<file path="src/rtl/dr_bank.sv">
// JTAG data-register bank: BYPASS, IDCODE, USERCODE and boundary-scan chains,
// with update-stage registers and a negedge-retimed TDO/TDO_EN.
module dr_bank #(
    parameter int unsigned                BSR_LEN        = 8,
    parameter int unsigned                ID_WIDTH       = 8,
    parameter int unsigned                UC_WIDTH       = 8,
    parameter logic [ID_WIDTH-1:0]        IDCODE_VALUE   = 8'hA1,
    parameter logic [UC_WIDTH-1:0]        USERCODE_RESET = 8'h01
) (
    input  logic               TCK,
    input  logic               TRST_N,
    input  logic               TDI,
    input  logic               CAPTUREDR,
    input  logic               SHIFTDR,
    input  logic               UPDATEDR,
    input  logic [2:0]         DR_SEL,
    input  logic [BSR_LEN-1:0] PIN_IN,
    input  logic [BSR_LEN-1:0] CORE_IN,
    output logic [BSR_LEN-1:0] BSR_UPD,
    output logic               BSR_DRIVE,
    output logic [UC_WIDTH-1:0] UR_OUT,
    output logic               TDO,
    output logic               TDO_EN
);

    localparam logic [2:0] SEL_IDCODE   = 3'd1;
    localparam logic [2:0] SEL_SAMPLE   = 3'd2;
    localparam logic [2:0] SEL_EXTEST   = 3'd3;
    localparam logic [2:0] SEL_INTEST   = 3'd4;
    localparam logic [2:0] SEL_USERCODE = 3'd5;

    logic                bypass_q, bypass_d;
    logic [ID_WIDTH-1:0] id_sh_q, id_sh_d;
    logic [UC_WIDTH-1:0] uc_sh_q, uc_sh_d;
    logic [BSR_LEN-1:0]  bsr_sh_q, bsr_sh_d;
    logic [BSR_LEN-1:0]  bsr_upd_q, bsr_upd_d;
    logic [UC_WIDTH-1:0] ur_q, ur_d;
    logic                tdo_q, tdo_d;
    logic                tdo_en_q, tdo_en_d;

    logic sel_id, sel_uc, sel_bsr, sel_bp;
    logic do_cap, do_shift, do_upd;

    always_comb begin
        sel_id  = (DR_SEL == SEL_IDCODE);
        sel_uc  = (DR_SEL == SEL_USERCODE);
        sel_bsr = (DR_SEL == SEL_SAMPLE) || (DR_SEL == SEL_EXTEST) || (DR_SEL == SEL_INTEST);
        sel_bp  = !(sel_id || sel_uc || sel_bsr);

        // Only the highest-priority strobe is allowed to act.
        do_cap   = CAPTUREDR;
        do_shift = SHIFTDR && !CAPTUREDR;
        do_upd   = UPDATEDR && !CAPTUREDR && !SHIFTDR;
    end

    always_comb begin
        bypass_d  = bypass_q;
        id_sh_d   = id_sh_q;
        uc_sh_d   = uc_sh_q;
        bsr_sh_d  = bsr_sh_q;
        bsr_upd_d = bsr_upd_q;
        ur_d      = ur_q;

        if (sel_bp) begin
            if (do_cap)        bypass_d = 1'b0;
            else if (do_shift) bypass_d = TDI;
        end

        if (sel_id) begin
            if (do_cap)        id_sh_d = IDCODE_VALUE;
            else if (do_shift) id_sh_d = {TDI, id_sh_q[ID_WIDTH-1:1]};
        end

        if (sel_uc) begin
            if (do_cap)        uc_sh_d = ur_q;
            else if (do_shift) uc_sh_d = {TDI, uc_sh_q[UC_WIDTH-1:1]};
            else if (do_upd)   ur_d    = uc_sh_q;
        end

        if (sel_bsr) begin
            if (do_cap)        bsr_sh_d  = (DR_SEL == SEL_INTEST) ? CORE_IN : PIN_IN;
            else if (do_shift) bsr_sh_d  = {TDI, bsr_sh_q[BSR_LEN-1:1]};
            else if (do_upd)   bsr_upd_d = bsr_sh_q;
        end
    end

    always_comb begin
        tdo_d    = bypass_q;
        tdo_en_d = SHIFTDR;
        if (sel_id)       tdo_d = id_sh_q[0];
        else if (sel_uc)  tdo_d = uc_sh_q[0];
        else if (sel_bsr) tdo_d = bsr_sh_q[0];
    end

    always_ff @(posedge TCK or negedge TRST_N) begin
        if (!TRST_N) begin
            bypass_q  <= 1'b0;
            id_sh_q   <= '0;
            uc_sh_q   <= '0;
            bsr_sh_q  <= '0;
            bsr_upd_q <= '0;
            ur_q      <= USERCODE_RESET;
        end else begin
            bypass_q  <= bypass_d;
            id_sh_q   <= id_sh_d;
            uc_sh_q   <= uc_sh_d;
            bsr_sh_q  <= bsr_sh_d;
            bsr_upd_q <= bsr_upd_d;
            ur_q      <= ur_d;
        end
    end

    // Retiming on the falling edge gives the next device a full half-cycle of setup.
    always_ff @(negedge TCK or negedge TRST_N) begin
        if (!TRST_N) begin
            tdo_q    <= 1'b0;
            tdo_en_q <= 1'b0;
        end else begin
            tdo_q    <= tdo_d;
            tdo_en_q <= tdo_en_d;
        end
    end

    assign BSR_UPD   = bsr_upd_q;
    assign UR_OUT    = ur_q;
    assign BSR_DRIVE = (DR_SEL == SEL_EXTEST);
    assign TDO       = tdo_q;
    assign TDO_EN    = tdo_en_q;

endmodule
</file>
<file path="config.mk">
export PLATFORM = sky130hd
export DESIGN_NAME = dr_bank
export DESIGN_NICKNAME = d
export VERILOG_FILES = /design/src/rtl/dr_bank.sv
export SDC_FILE = /design/constraint.sdc
export NUM_CORES = 1
export LEC_CHECK = 0
export ABC_AREA = 1
export BUFFER_PORTS_ARGS = -buffer_cell sky130_fd_sc_hd__buf_4
export CORE_UTILIZATION = 29
export CTS_CLUSTER_SIZE = 16
export DETAILED_ROUTE_END_ITERATION = 10
export HOLD_SLACK_MARGIN = 0.06
export PLACE_DENSITY_LB_ADDON = 0.1
export RECOVER_POWER = 25
export SYNTH_ARGS = -nofsm -noshare
export SYNTH_HDL_FRONTEND = slang
export SYNTH_SLANG_ARGS = --single-unit
</file>
<file path="constraint.sdc">
create_clock -name TCK -period 1.1 [get_ports TCK]
set_input_delay 0.22 -clock TCK [delete_from_list [all_inputs] [get_ports TCK]]
set_output_delay 0.22 -clock TCK [all_outputs]
set_load 0.01 [all_outputs]
</file>
==> results.sh <==
export IMPL_worst_pin_slew_ps=363
export IMPL_drt_wl_total_mm=5.21
export IMPL_grt_ovfl_total=0
export IMPL_p_per_area_nw_per_um2=1500
export IMPL_row_count=31
export IMPL_p_sw_share_pct=31.8
export IMPL_grt_pass1_vias=1622
export IMPL_initial_core_util_pct=30.6
export IMPL_antenna_left=0
export IMPL_syn_num_nets=296
export IMPL_finalHoldViolations=0
export IMPL_p_leak_nw=1.45
export IMPL_power_share_clock_pct=23.1
export IMPL_clockRootBuffer="clkbuf_8"
export IMPL_route_detailed_drc=0
export IMPL_synth_cell_types=28
export IMPL_portBuffers=43
export IMPL_multi_input_area_um2=986
export IMPL_hold_ws_ps=209
export IMPL_skew_ps=7.70
export IMPL_io_pins=44
export IMPL_power_frac_comb_pct=28.2
export IMPL_cp_cell_sequence="buf_6"
export IMPL_gp_congestion=0.704
export IMPL_async_reset_ff_share_pct=100
export IMPL_hpwl_mm=3.78
export IMPL_synth_edf_count=0
export IMPL_yosys_area_top_type_share_pct=44.2
export IMPL_finalWorstSetupSlack_ps=-557
export IMPL_holdPathStages=3
export IMPL_required_ps=880
export IMPL_grt_pass1_wl_mm=8.63
export IMPL_clkLatencyLatePin_ps=290
export IMPL_syn_avg_cell_area_um2=8.35
export IMPL_drt_initial_drc_count=104
export IMPL_path_delay_family="flip-flops"
export IMPL_end_kind="output pin"
export IMPL_route_vias_total=1872
export IMPL_die_y_um=90.3
export IMPL_grtUsageTotal_pct=13.4
export IMPL_regToRegSetupSlack_ps=-260
export IMPL_die_width_um=90.3
export IMPL_filler_cell_count=799
export IMPL_p_switching_w=0.00138
export IMPL_syn_inst=271
export IMPL_cts_sinks=43
export IMPL_yosys_area_top_type="dfrtp_1"
export IMPL_slew_headroom_pct=75.8
export IMPL_critPathMaxFanout=1
export IMPL_slew_viol_final=0
export IMPL_max_clock_path_buffers=2
export IMPL_cts_tree="done"
export IMPL_drive_gt1_share_pct=31.6
export IMPL_ys_top_cells_by_count="nand2_1 (66), dfrtp_1 (40), nor2_1 (33), nand3_1 (29), o21ai_0 (20)"
export IMPL_path_class="reg2out"
export IMPL_fin_nets=359
export IMPL_critPathSlowestCell="dfrtn_1"
export IMPL_worstSetupStartpointType="flop"
export IMPL_grt_max_degree=27
export IMPL_irDropWorstVdd_v=0.000544
export IMPL_grt_antenna_before_repair=0
export IMPL_min_to="id_sh_q[7]"
export IMPL_synth_seq_area_share_pct=47.6
export IMPL_via_per_inst=4.31
export IMPL_synth_ff_type="dfrtp_1"
export IMPL_seq_area_um2=1080
export IMPL_run_status="finished with violations"
export IMPL_n_antenna_cell=0
export IMPL_pwr_share_seq_pct=48.7
export IMPL_ys_ff_latch=43
export IMPL_wl_per_cell_um=12.0
export IMPL_path_clk_slew_ps=80
export IMPL_setup_violations=4
export IMPL_rsz0062_at_grt="true"
export IMPL_hold_class="in2reg"
export IMPL_core_area_um2=7410
export IMPL_drv_cap=0
export IMPL_dieArea_um2=8160
export IMPL_syn_area_um2=2260
export IMPL_areaGrowthSynthToFinish_pct=27.6
export IMPL_reg2reg_to="TDO"
export IMPL_synth_area_leaders="dfrtp_1 (44%), nand2_1 (11%), nand3_1 (6.4%), nor2_1 (5.5%), o21ai_0 (4.4%)"
export IMPL_yosysMostFrequentCell="nand2_1"
export IMPL_cp_num_buf_inv=1
export IMPL_worstHoldStart="TDI"
export IMPL_violations="setup timing"
export IMPL_yosys_warnings=0
export IMPL_utilization_pct=39.0
export IMPL_r2r_cells=3
export IMPL_worstReg2RegStart="id_sh_q[0]"
export IMPL_cts_buffers=5
export IMPL_dr_pass1_iters=4
export IMPL_max_stage_delay_ps=470
export IMPL_cp_arrival_ps=1440
export IMPL_intPower_w=0.00296
export IMPL_htreeDepth=2
==> power by group through the flow <==
stage,registers [W],clock network [W],logic [W]
6_report,0.00211,0.00100,0.00122
5_1_grt,0.00216,0.00110,0.00138
4_1_cts,0.00212,0.00106,0.00122
3_5_place_dp,0.00215,0,0.00119
3_3_place_gp,0.00215,0,0.00118
2_1_floorplan,0.00218,0,0.000607
==> how the worst max path moves through the flow <==
stage                   start  endpoint  slack, ps  cells after the start
floorplan           DR_SEL[2]       TDO       -400                      7
global route              TDO       TDO       -590                      1
finish                    TDO       TDO       -560                      1
CTS                       TDO       TDO       -570                      1
detailed placement  DR_SEL[1]       TDO       -390                      7
global placement    DR_SEL[1]       TDO       -370                      7
==> routing by layer <==
layer	vias up	wire [um]	track usage, %
met1	827	2860	21.7
met4	0	38	2.42
li1	999	-	-
met2	42	2060	17.7
met5	-	0	0
met3	4	254	2.78
==> cell type report <==
cell class | count | share of cell area (%)
flip-flops and latches | 43 | 37.3
multi-input cells | 193 | 34.1
repair buffers | 69 | 18.2
well taps | 99 | 4.29
inverters | 22 | 3.12
clock buffers | 6 | 2.51
clock inverters | 2 | 0.433
==> cell families (layout without fill, tap and decap cells) <==
| kind of cell | Yosys count | in the layout | share of synthesized area [%] |
|---|---|---|---|
| buffers and inverters | 35 | 99 | 9.51 |
| AOI/OAI and AO/OA | 50 | 50 | 12.8 |
| and+or+nand+nor | 143 | 143 | 30.1 |
| DFF | 43 | 43 | 47.6 |
==> what timing repair did <==
| item | in CTS | in global routing |
|---|---|---|
| hold buffers | 1 | 0 |
| endpoints found under the hold margin | 31 | 0 |
| pin swaps | 1 | 0 |
| setup endpoints to repair | 5 | 11 |
| resized for setup | 2 | 4 |
| setup buffers | 1 | 2 |
==> registers in the layout, indices dropped and copies added, names as in the netlist <==
signal / flops
uc_sh_q: 8
UR_OUT: 8
id_sh_q: 8
BSR_UPD: 8
TDO: 1
TDO_EN: 1
bsr_sh_q: 8
bypass_q: 1
==> placed cells by master (no fill, tap or decap), types with 3 or more instances in the layout <==
cell type | Yosys | final
a21oi_1 | 17 | 17
buf_4 | 2 | 60
buf_6 | 7 | 4
clkbuf_8 | 1 | 5
dfrtp_1 | 40 | 40
inv_1 | 18 | 17
inv_2 | 3 | 3
nand2_1 | 66 | 65
nand2_2 | 4 | 3
nand2_4 | 3 | 5
nand3_1 | 29 | 29
nor2_1 | 33 | 32
nor2_4 | 3 | 3
o21ai_0 | 20 | 20
o21ai_2 | 8 | 8
==> per-stage QoR <==
stage / setup WS, ps / cell area (um^2) / std cells / TNS [ps] / total power [W]
4_1_cts: -567 / 2890 / 432 / -1370 / 0.00440
3_3_place_gp: -368 / 2780 / 422 / -5680 / 0.00333
3_5_place_dp: -386 / 2780 / 422 / -6120 / 0.00334
6_report: -557 / 2890 / 434 / -1350 / 0.00434
2_1_floorplan: -399 / 2300 / 271 / -563 / 0.00279
5_1_grt: -587 / 2890 / 434 / -1540 / 0.00464
No activity file was read; power rests on OpenSTA's default activity.
